$ cat src/rtl/q_servo_pwm.sv
// Multi-channel hobby-servo PWM generator. Software commits a clamped pending
// set; it is applied (optionally slew-limited) only at frame boundaries.
module q_servo_pwm #(
   parameter int N_CH         = 12,
   parameter int CLK_DIV      = 100,
   parameter int PERIOD_US    = 20000,
   parameter int PULSE_MIN_US = 500,
   parameter int PULSE_MAX_US = 2500,
   parameter int CENTER_US    = 1500,
   parameter int SLEW_US      = 0
) (
   input  logic                 s_axi_aclk,
   input  logic                 s_axi_aresetn,
   input  logic [N_CH*16-1:0]   cfg_pulse_us,
   input  logic [N_CH-1:0]      cfg_enable,
   input  logic                 cfg_update,
   output logic [N_CH-1:0]      pwm_out,
   output logic                 frame_start,
   output logic                 update_pending,
   output logic [15:0]          frame_cnt,
   output logic [N_CH*16-1:0]   active_pulse_us
);

   localparam int PW = (CLK_DIV > 1) ? $clog2(CLK_DIV) : 1;
   localparam logic [PW-1:0] PRESC_LAST = PW'(CLK_DIV - 1);
   localparam logic [15:0]   PCNT_LAST  = 16'(PERIOD_US - 1);
   localparam logic [15:0]   W_MIN      = 16'(PULSE_MIN_US);
   localparam logic [15:0]   W_MAX      = 16'(PULSE_MAX_US);
   localparam logic [15:0]   W_CTR      = 16'(CENTER_US);
   localparam logic [15:0]   W_SLEW     = 16'(SLEW_US);
   localparam logic [16:0]   W_SLEW17   = 17'(SLEW_US);

   // A clamped width must always end inside its own frame.
   if (PULSE_MAX_US >= PERIOD_US) begin : g_bad_period
      $error("q_servo_pwm: PULSE_MAX_US must be smaller than PERIOD_US");
   end
   if (PULSE_MIN_US > PULSE_MAX_US) begin : g_bad_clamp
      $error("q_servo_pwm: PULSE_MIN_US must not exceed PULSE_MAX_US");
   end

   logic [PW-1:0]         r_presc;
   logic [15:0]           r_pcnt;
   logic [15:0]           r_frame_cnt;
   logic                  r_frame_start;
   logic                  r_upd_pend;
   logic [N_CH-1:0]       r_pwm;
   logic [N_CH-1:0]       r_pend_en;
   logic [N_CH-1:0]       r_act_en;
   logic [N_CH-1:0][15:0] r_pend_w;
   logic [N_CH-1:0][15:0] r_act_w;

   logic                  w_tick;
   logic                  w_boundary;
   logic                  w_load;
   logic                  w_all_eq;
   logic [PW-1:0]         w_presc_nxt;
   logic [15:0]           w_pcnt_nxt;
   logic [N_CH-1:0][15:0] w_clamp_w;
   logic [N_CH-1:0][15:0] w_slew_w;
   logic [N_CH-1:0][15:0] w_act_w_nxt;
   logic [N_CH-1:0]       w_act_en_nxt;
   logic [N_CH-1:0]       w_pwm_nxt;

   assign w_tick      = (r_presc == PRESC_LAST);
   assign w_boundary  = w_tick && (r_pcnt == PCNT_LAST);
   assign w_load      = w_boundary && r_upd_pend;
   assign w_presc_nxt = w_tick ? '0 : r_presc + 1'b1;

   always_comb begin
      w_pcnt_nxt = r_pcnt;
      if (w_boundary)
         w_pcnt_nxt = '0;
      else if (w_tick)
         w_pcnt_nxt = r_pcnt + 16'd1;
   end

   always_comb begin
      for (int i = 0; i < N_CH; i++) begin
         w_clamp_w[i] = cfg_pulse_us[16*i +: 16];
         if (cfg_pulse_us[16*i +: 16] < W_MIN)
            w_clamp_w[i] = W_MIN;
         else if (cfg_pulse_us[16*i +: 16] > W_MAX)
            w_clamp_w[i] = W_MAX;
      end
   end

   // Step toward pending by at most W_SLEW; widths are <= 16 bits so the
   // 17-bit sums cannot overflow.
   always_comb begin
      for (int i = 0; i < N_CH; i++) begin
         w_slew_w[i] = r_pend_w[i];
         if (SLEW_US > 0) begin
            if ({1'b0, r_pend_w[i]} > ({1'b0, r_act_w[i]} + W_SLEW17))
               w_slew_w[i] = r_act_w[i] + W_SLEW;
            else if ({1'b0, r_act_w[i]} > ({1'b0, r_pend_w[i]} + W_SLEW17))
               w_slew_w[i] = r_act_w[i] - W_SLEW;
         end
      end
   end

   assign w_all_eq     = (w_slew_w == r_pend_w);
   assign w_act_w_nxt  = w_load ? w_slew_w  : r_act_w;
   assign w_act_en_nxt = w_load ? r_pend_en : r_act_en;

   // Output is computed from next-cycle state so the registered pin lines up
   // with the counter value it belongs to.
   always_comb begin
      for (int i = 0; i < N_CH; i++)
         w_pwm_nxt[i] = w_act_en_nxt[i] && (w_pcnt_nxt < w_act_w_nxt[i]);
   end

   always_ff @(posedge s_axi_aclk or negedge s_axi_aresetn) begin
      if (!s_axi_aresetn) begin
         r_presc       <= '0;
         r_pcnt        <= '0;
         r_frame_cnt   <= '0;
         r_frame_start <= 1'b0;
         r_upd_pend    <= 1'b0;
         r_pwm         <= '0;
         r_pend_en     <= '0;
         r_act_en      <= '0;
         r_pend_w      <= {N_CH{W_CTR}};
         r_act_w       <= {N_CH{W_CTR}};
      end else begin
         r_presc       <= w_presc_nxt;
         r_pcnt        <= w_pcnt_nxt;
         r_frame_start <= w_boundary;
         r_pwm         <= w_pwm_nxt;
         r_act_w       <= w_act_w_nxt;
         r_act_en      <= w_act_en_nxt;
         if (w_boundary)
            r_frame_cnt <= r_frame_cnt + 16'd1;
         // A strobe coinciding with a boundary still lands in pending.
         if (cfg_update) begin
            r_pend_w   <= w_clamp_w;
            r_pend_en  <= cfg_enable;
            r_upd_pend <= 1'b1;
         end else if (w_load && w_all_eq) begin
            r_upd_pend <= 1'b0;
         end
      end
   end

   assign pwm_out         = r_pwm;
   assign frame_start     = r_frame_start;
   assign update_pending  = r_upd_pend;
   assign frame_cnt       = r_frame_cnt;
   assign active_pulse_us = r_act_w;

endmodule

$ cat config.mk
export PLATFORM = sky130hd
export DESIGN_NAME = q_servo_pwm
export DESIGN_NICKNAME = d
export VERILOG_FILES = /design/src/rtl/q_servo_pwm.sv
export SDC_FILE = /design/constraint.sdc
export NUM_CORES = 1
export LEC_CHECK = 0
export ABC_CLOCK_PERIOD_IN_PS = 3400
export BUFFER_PORTS_ARGS = -buffer_cell sky130_fd_sc_hd__clkbuf_2
export CORE_AREA = 2 2 279 281
export CTS_CLUSTER_SIZE = 16
export DETAILED_ROUTE_END_ITERATION = 6
export DIE_AREA = 0 0 281 283
export PLACE_DENSITY = 0.53
export SYNTH_ARGS = -nofsm -noshare
export SYNTH_HDL_FRONTEND = slang
export SYNTH_SLANG_ARGS = --single-unit
$ cat constraint.sdc
create_clock -name s_axi_aclk -period 3.4 [get_ports s_axi_aclk]
set_input_delay 0.85 -clock s_axi_aclk [delete_from_list [all_inputs] [get_ports s_axi_aclk]]
set_output_delay 0.85 -clock s_axi_aclk [all_outputs]
set_load 0.005 [all_outputs]
==> impl_metrics.yaml, run 1 <==
placement:
  dp_slack_ps: -98.5
  io_buffers: 428
  place.gp.congestion: 0.856
  placedCellCount: 3660
  hpwl_um: 60100
  place_area_um2: 27600
clock_network:
  cts_tree: "yes"
  cts_root_buf: "clkbuf_16"
  clockBufferDepth: 3
  cts_hold_buf: 0
  cts.sinks: 461
  insertion_delay_ps: 630
  clk_pin_slew_worst_paths_ps: 60
  numCtsBuffers: 56
  h-tree-depth: 2
synth:
  async_reset_ff_share_pct: 100
  ys_top_cells_by_area: "dfrtp_1 32%, dfstp_2 19%, ha_1 10%"
  syn-cell-area_um2: 22800
  syn-instance-count: 2108
  ys.flop_type: "dfrtp_1"
  syn_avg_cell_area_um2: 10.8
  synth_fp_nets: 2498
  synth_cell_types: 54
  yosysTopAreaCell: "dfrtp_1"
  yosysWarnings: 0
  synth_most_common_cell: "dfrtp_1"
  ys_seq_area_share_pct: 51.5
  synth_enable_flop_cells: 0
  netlist.area_leader.share_pct: 32.2
  synth_common_cells: "293 x dfrtp_1, 258 x inv_1, 183 x ha_1"
  ys_ff_latch: 461
timing:
  whs_ps: 294
  clock_skew_ps: 34.1
  fin_ws_ps: 15.4
  period_needed_ps: 3380
  worst_pin_slew_ps: 864
  finalHoldViolations: 0
  fmax_mhz: 295
  finalSetupViolCount: 0
  period_share_pct: 99.5
  rsz0062_at_grt: "yes"
  tns_ps: 0
  slew_violations: 0
  slew-limit-headroom_pct: 42.4
route:
  wl_per_cell_um: 21.4
  wl_um: 82000
  viasPerCell: 4.96
  ant_nets: 0
  drt_iter0_drc: 1077
  first_pass_iters: 5
  vias: 18951
  drt_drc_violations_left: 0
layout:
  nets: 3123
  design_area_um2: 30900
  layout.cells.non_filler: 3822
  final_util_pct: 40.2
  area_delta_synth_final_pct: 35.5
  drive_gt1_share_pct: 37.0
worst_setup_path:
  r2r_end: "pwm_out[10]$_DFF_PN0_"
  ff2ff_path_depth: 12
  endpoint_kind: "flop"
  start_kind: "flop"
  cp.required_ps: 3870
  cp.arrival_ps: 3860
  crit_start: "r_pcnt[8]$_DFF_PN0_"
  worstReg2RegStart: "r_pcnt[8]$_DFF_PN0_"
  crit_type: "reg2reg"
  r2r_setup_slack_ps: 20
  crit_fanout: 7
grt:
  grt-ovfl-total: 0
  grt_pass1_vias: 19321
  grt_pass1_wl_um: 120000
  grt_util_all_layers_pct: 19.7
  grt_max_degree: 90
  antenna_found_initial: 4
pwr:
  power_density_nw_per_um2: 402
  finalPower_mw: 12.4
  vdd_drop_max_v: 0.000335
  p_leak_nw: 15.4
floorplanning:
  io_pins: 429
  core.rowCount: 102
  die_y_um: 283
  design.core.area_um2: 76700
  dieArea_um2: 79500
  fp.dieW_um: 281
  start_util_pct: 29.7
run_status:
  status: "complete, no violations"
flow_run:
  maxCapViolations: 0
hold_path:
  hold_class: "in2async"
## layout make-up
type / count / area (um2)
Antenna cell: 1 / 2.50
Clock buffer: 78 / 1570
Clock inverter: 28 / 368
Fill cell: 7464 / 45800
Inverter: 258 / 968
Multi-Input combinational cell: 1321 / 10500
Sequential cell: 461 / 11700
Tap cell: 1040 / 1300
Timing Repair Buffer: 635 / 4410
## kinds of logic (layout without fill, tap and decap cells)
| group | Yosys count | count (layout) | share of synthesized area [%] |
|---|---|---|---|
| xor+xnor | 32 | 32 | 1.23 |
| other cells | 0 | 1 | 0 |
| buf+inv | 326 | 999 | 5.48 |
| flops | 461 | 461 | 51.5 |
| compound gates | 485 | 485 | 14.0 |
| mux | 168 | 168 | 7.51 |
| fa+ha+maj | 183 | 183 | 10.0 |
| simple gates | 453 | 453 | 10.2 |
## cell usage in the layout, fill, tap and decap left out, drive strengths merged, types with 6 or more instances in the layout
cell type	instances
dfrtp	293
o22a	48
xnor2	19
nand4	56
nand3	72
buf	203
inv	261
nand2	64
nor2	117
o21ai	68
o31ai	15
clkinv	14
xor2	13
clkbuf	510
a21o	46
nand2b	10
or4	17
o22ai	73
a21oi	135
o41a	9
nor2b	50
mux2	23
nor3	27
a211oi	31
o311ai	7
o221ai	7
ha	183
bufinv	6
o211ai	14
mux2i	145
dfstp	168
nor4	21
o41ai	8
## power by group
part           switching, mW  internal, mW
Combinational          0.345         0.212
Sequential            0.0374          5.57
Clock                   2.51          3.72
## worst max path at each step
stage | slack (ps) | to
final | 20 | pwm_out[10]$_DFF_PN0_
after floorplan | 80 | pwm_out[0]$_DFF_PN0_
after global placement | -40 | pwm_out[3]$_DFF_PN0_
after global routing | -90 | pwm_out[10]$_DFF_PN0_
after detailed placement | -100 | pwm_out[1]$_DFF_PN0_
after CTS | 7 | pwm_out[9]$_DFF_PN0_
## worst max-delay path, stage by stage (launching register included)
cell and delay (ps):
dfrtp_1 370, or4b_4 580, or4_4 530, nor2_4 100, buf_6 150, buf_4 140, nor2_4 50, buf_12 160
ha_1 270, nand4_1 130, or4_4 560, a21oi_2 120, a211oi_1 80
## layer usage
| metal | routed length [um] | track usage (%) |
|---|---|---|
| met4 | 1630 | 4.39 |
| met1 | 36800 | 26.5 |
| met3 | 5120 | 4.66 |
| met2 | 38400 | 32.0 |
| met5 | 23 | 0 |
## timing repair
item / in CTS / in global routing
pin swaps: 4 / 30
resized for setup: 4 / 120
setup endpoints to repair: 12 / 12
cloned: 0 / 5
setup buffers: 14 / 36
## state kept, by name, summed over array words and instances (netlist names)
signal and flops:
r_pend_en 12, active_pulse_us 192, r_presc 7, frame_cnt 16, r_pend_w 192, pwm_out 12
r_pcnt 16, update_pending 1, frame_start 1, r_act_en 12
(Power assumes the default switching activity.)
==> inputs of run 2 (changes only) <==
--- a/config.mk
+++ b/config.mk
@@ -7,11 +7,13 @@
 export LEC_CHECK = 0
 export ABC_CLOCK_PERIOD_IN_PS = 3400
 export BUFFER_PORTS_ARGS = -buffer_cell sky130_fd_sc_hd__clkbuf_2
+export CELL_PAD_IN_SITES_DETAIL_PLACEMENT = 1
+export CELL_PAD_IN_SITES_GLOBAL_PLACEMENT = 2
 export CORE_AREA = 2 2 279 281
 export CTS_CLUSTER_SIZE = 16
 export DETAILED_ROUTE_END_ITERATION = 6
 export DIE_AREA = 0 0 281 283
-export PLACE_DENSITY = 0.53
+export PLACE_DENSITY = 0.74
 export SYNTH_ARGS = -nofsm -noshare
 export SYNTH_HDL_FRONTEND = slang
 export SYNTH_SLANG_ARGS = --single-unit
==> impl_metrics.yaml, run 2 (same netlist as run 1, synthesis figures left out) <==
layout:
  num-fill-cells: 8375
  design_area_um2: 31700
  mostFrequentLayoutCell: "clkbuf_2"
  layout_common_cells: "426 x clkbuf_2, 292 x dfrtp_1, 258 x inv_1"
  area_delta_synth_final_pct: 38.9
  drive_gt1_share_pct: 40.3
  nets: 3100
pwr:
  p_leak_nw: 15.4
  vdd_drop_max_v: 0.000334
  power_density_nw_per_um2: 389
grt:
  grt-ovfl-total: 0
  grt_max_degree: 88
  grt_util_all_layers_pct: 21.9
  grt_pass1_vias: 20900
  grt_pass1_wl_um: 132000
  antenna_found_initial: 6
timing:
  worst_pin_slew_ps: 707
  whs_ps: 188
  slew-limit-headroom_pct: 52.6
  clock_skew_ps: 9.66
  rsz0062_at_grt: "yes"
  fin_ws_ps: -26.4
  finalHoldViolations: 0
  period_share_pct: 101
  finalSetupViolCount: 5
  fmax_mhz: 292
  slew_violations: 0
  period_needed_ps: 3430
route:
  ant_nets: 0
  wl_per_cell_um: 23.6
  wl_um: 89800
  vias: 19232
  drt_iter0_drc: 838
  viasPerCell: 5.07
  drt_drc_violations_left: 0
  first_pass_iters: 4
clock_network:
  cts_tree: "yes"
  cts.sinks: 461
  insertion_delay_ps: 610
  numCtsBuffers: 54
  clockBufferDepth: 3
  cts_root_buf: "clkbuf_16"
  h-tree-depth: 2
  clk_pin_slew_worst_paths_ps: 60
worst_setup_path:
  crit_fanout: 5
  slowest_delay_ps: 610
  crit_slowest_cell: "or4b_4"
  endpoint_kind: "flop"
  cp_cell_sequence: "or4b_4, or4_4, nor2_4, buf_6, buf_12, nor2_4, buf_12, ha_4, nand4_1, or4_4, a21oi_2, a211oi_2"
  cp.required_ps: 3870
  cp.arrival_ps: 3900
  critPathBufInv: 3
  start_kind: "flop"
  crit_type: "reg2reg"
  cpLargestDelayFamily: "simple AND/OR/NAND/NOR gates"
placement:
  dp_slack_ps: -266
  place_area_um2: 27400
  io_buffers: 428
  hpwl_um: 65200
  place.gp.congestion: 0.842
floorplanning:
  design.core.area_um2: 76700
  die_y_um: 283
  fp.dieW_um: 281
  core.rowCount: 102
  start_util_pct: 29.7
  io_pins: 429
  dieArea_um2: 79500
flow_run:
  maxCapViolations: 0
run_status:
  status: "finished with violations"
  violations: "negative setup slack"
hold_path:
  hold_class: "in2async"
-- run 2: cell types whose count changed in the layout (fill, tap and decap cells not counted), moves of 5 or more --
cell	before	now
a211oi_1	27	16
mux2i_4	14	47
o21ai_1	1	10
o21ai_0	65	56
o311ai_1	1	6
buf_4	148	130
a21oi_1	127	118
a211oi_2	4	15
o311ai_0	6	1
ha_4	9	44
a21oi_2	8	17
mux2i_2	21	30
ha_1	173	138
mux2i_1	110	68
-- run 2: metal layers --
| metal | GRT usage, % | vias up | routed length [um] |
|---|---|---|---|
| li1 | - | 8804 | - |
| met1 | 27.0 | 9841 | 37500 |
| met2 | 38.1 | 445 | 44900 |
| met3 | 4.94 | 134 | 4950 |
| met4 | 6.27 | 8 | 2420 |
| met5 | 0 | - | 54 |
-- run 2: area by class of cell --
cell class                 instances  area (um2)  share of cell area, %
timing repair buffer             613        4210                   13.3
multi-input combinational       1322       11600                   36.5
clock inverter                    21         277                  0.874
clock buffer                      80        1590                   5.03
sequential                       461       11700                   37.1
antenna                            2        5.00                 0.0158
inverter                         258         968                   3.06
tap                             1040        1300                   4.11
-- run 2: timing repair --
action,in CTS,in global routing
buffers inserted,26,19
endpoints found under the setup margin,12,12
hold buffers,0,0
pin swaps,16,72
gates resized for setup,58,231
gates cloned,4,2
endpoints found under the hold margin,0,0
-- run 2: path summary, 6_finish.rpt --
| path | depth (start not counted) | end | startpoint | slack, ps |
|---|---|---|---|---|
| max in group asynchronous | 2 | r_pend_w[138]$_DFFE_PN1P_ | s_axi_aresetn | 2190 |
| max | 12 | pwm_out[6]$_DFF_PN0_ | r_pcnt[5]$_DFF_PN0_ | -30 |
| min in group s_axi_aclk | 3 | r_pend_w[19]$_DFFE_PN1P_ | cfg_pulse_us[19] | 460 |
| min | 1 | r_pend_w[177]$_DFFE_PN0P_ | s_axi_aresetn | 190 |
| max reg2reg | 12 | pwm_out[6]$_DFF_PN0_ | r_pcnt[5]$_DFF_PN0_ | -30 |
| min reg2reg | 1 | frame_cnt[15]$_DFFE_PN0N_ | frame_cnt[15]$_DFFE_PN0N_ | 480 |
-- run 2: through the flow --
step | instances | power [mW] | util (%) | TNS [ps]
after global placement | 3644 | 6.26 | 35.8 | -825
final | 3797 | 12.3 | 41.3 | -69.9
after CTS | 3775 | 12.5 | 39.1 | 0
after floorplan | 2108 | 5.87 | - | 0
after detailed placement | 3644 | 6.28 | 35.8 | -1920
after global routing | 3796 | 12.8 | 41.3 | -1320
-- run 2: power by group --
part	switching, mW	internal [mW]	leakage, nW
sequential	0.0455	5.57	5.71
combinational	0.363	0.215	8.81
clock	2.42	3.69	0.908
total	2.83	9.48	15.4
==> inputs of run 3 (changes only) <==
--- a/config.mk
+++ b/config.mk
@@ -13,6 +13,7 @@
 export CTS_CLUSTER_SIZE = 16
 export DETAILED_ROUTE_END_ITERATION = 6
 export DIE_AREA = 0 0 281 283
+export GPL_TIMING_DRIVEN = 0
 export PLACE_DENSITY = 0.74
 export SYNTH_ARGS = -nofsm -noshare
 export SYNTH_HDL_FRONTEND = slang
==> impl_metrics.yaml, run 3 (same netlist as run 1, synthesis figures left out) <==
layout:
  mostFrequentLayoutCell: "clkbuf_2"
  layout_common_cells: "428 x clkbuf_2, 289 x dfrtp_1, 258 x inv_1"
  area_delta_synth_final_pct: 38.2
  nets: 3086
  num-fill-cells: 8345
  drive_gt1_share_pct: 39.4
worst_setup_path:
  crit_type: "reg2reg"
  cp_cell_sequence: "ha_4, nand4bb_4, nor2_2, and4_4, buf_12, buf_16, buf_12, mux2i_1, ha_1, nand4_1, buf_4, or4_4, a21oi_2, a211oi_1"
  ff2ff_path_depth: 14
  crit_start: "r_pcnt[1]$_DFF_PN0_"
  cpLargestDelayFamily: "simple AND/OR/NAND/NOR gates"
  start_kind: "flop"
  cp.required_ps: 3870
  cp.arrival_ps: 4090
  crit_slowest_cell: "or4_4"
  critPathBufInv: 4
  slowest_delay_ps: 530
  endpoint_kind: "flop"
  cpMostUsedCell: "buf_12"
  crit_fanout: 10
  worstReg2RegStart: "r_pcnt[1]$_DFF_PN0_"
  worst-path-stages: 14
placement:
  hpwl_um: 75900
  io_buffers: 428
  place.gp.congestion: 0.851
pwr:
  p_leak_nw: 15.3
  vdd_drop_max_v: 0.000339
  finalPower_mw: 12.4
  power_density_nw_per_um2: 394
run_status:
  status: "finished with violations"
  violations: "negative setup slack"
grt:
  grt_pass1_wl_um: 150000
  antenna_found_initial: 9
  grt_util_all_layers_pct: 26.0
  grt-ovfl-total: 0
  grt_max_degree: 116
  grt_pass1_vias: 21561
route:
  vias: 19877
  wl_per_cell_um: 27.9
  wl_um: 105000
  ant_nets: 0
  drt_drc_violations_left: 0
  first_pass_iters: 5
  viasPerCell: 5.26
  drt_iter0_drc: 1236
clock_network:
  cts_hold_buf: 0
  cts_tree: "yes"
  cts_root_buf: "clkbuf_16"
  cts.sinks: 461
  insertion_delay_ps: 610
  clk_pin_slew_worst_paths_ps: 60
  numCtsBuffers: 54
  clockBufferDepth: 3
  h-tree-depth: 2
timing:
  fin_ws_ps: -221
  fmax_mhz: 276
  whs_ps: 215
  finalSetupViolCount: 12
  worst_pin_slew_ps: 1330
  slew-limit-headroom_pct: 10.7
  period_needed_ps: 3620
  clock_skew_ps: 21.5
  period_share_pct: 106
  rsz0062_at_grt: "yes"
  slew_violations: 0
  finalHoldViolations: 0
floorplanning:
  start_util_pct: 29.7
  fp.dieW_um: 281
  dieArea_um2: 79500
  die_y_um: 283
  design.core.area_um2: 76700
  core.rowCount: 102
  io_pins: 429
flow_run:
  maxCapViolations: 0
hold_path:
  hold_class: "in2async"
-- run 3: cell types whose count changed in the layout (fill, tap and decap cells not counted), moves of 7 or more --
cell,previous run,this run
buf_4,130,69
clkbuf_1,14,38
buf_8,3,17
ha_1,138,152
nor2_2,2,16
ha_4,44,31
nor2_1,107,94
buf_16,6,17
buf_6,11,1
mux2i_4,47,37
buf_12,32,25
clkinv_2,8,15
mux2i_1,68,75
-- run 3: worst paths after layout --
path / to / slack, ps
worst min-delay path: r_pend_w[57]$_DFFE_PN0P_ / 220
worst max-delay path: pwm_out[10]$_DFF_PN0_ / -220
worst min register to register: frame_cnt[15]$_DFFE_PN0N_ / 470
worst max register to register: pwm_out[10]$_DFF_PN0_ / -220
min in group s_axi_aclk: r_pend_w[179]$_DFFE_PN1P_ / 470
max in group asynchronous: r_pend_w[132]$_DFFE_PN1P_ / 1520
-- run 3: power breakdown --
| group | switching [mW] | total (mW) | internal, mW |
|---|---|---|---|
| registers | 0.0415 | 5.61 | 5.57 |
| logic | 0.429 | 0.630 | 0.200 |
| clock network | 2.51 | 6.16 | 3.66 |
-- run 3: worst reg2reg max path, delay by kind of cell, from the launching register on --
family	cells	cell delay, ps
buffers and inverters	4	670
AND/OR/NAND/NOR	5	1460
AO/OA/AOI/OAI	2	210
multiplexers	1	260
adder cells (fa/ha/maj)	2	420
flip-flops	1	480
-- run 3: routing by layer --
metal	vias to the layer above	GRT usage, %	wire length [um]
met3	174	5.62	6870
met1	10235	32.7	43600
met5	-	0	49
met2	686	44.5	51400
li1	8774	-	-
met4	8	7.49	3500
-- run 3: area by class of cell --
class | count | area (um2) | area share [%]
clock inverter | 25 | 289 | 0.918
tap | 1040 | 1300 | 4.13
antenna | 2 | 5.00 | 0.0159
clock buffer | 75 | 1560 | 4.96
inverter | 258 | 968 | 3.08
sequential | 461 | 11800 | 37.3
multi-input combinational | 1321 | 11500 | 36.4
buffer | 67 | 623 | 1.98
timing repair buffer | 533 | 3520 | 11.2
-- run 3: what timing repair did --
item,CTS,global route
resized for setup,250,155
buffers inserted,53,28
setup endpoints to repair,97,14
pin swaps,54,52
gates cloned,5,0
-- run 3: stage by stage --
stage               utilization [%]  cells  setup TNS, ps  area [um2]  setup slack [ps]
floorplan                         -   2108              0       22800              82.5
global placement               34.2   3576       -3796180       26200             -9200
detailed placement             34.9   3596         -80130       26800             -1550
CTS                            39.8   3754           -975       30500              -152
global route                   41.0   3781          -2930       31500              -312
finish                         41.0   3782          -1920       31500              -221
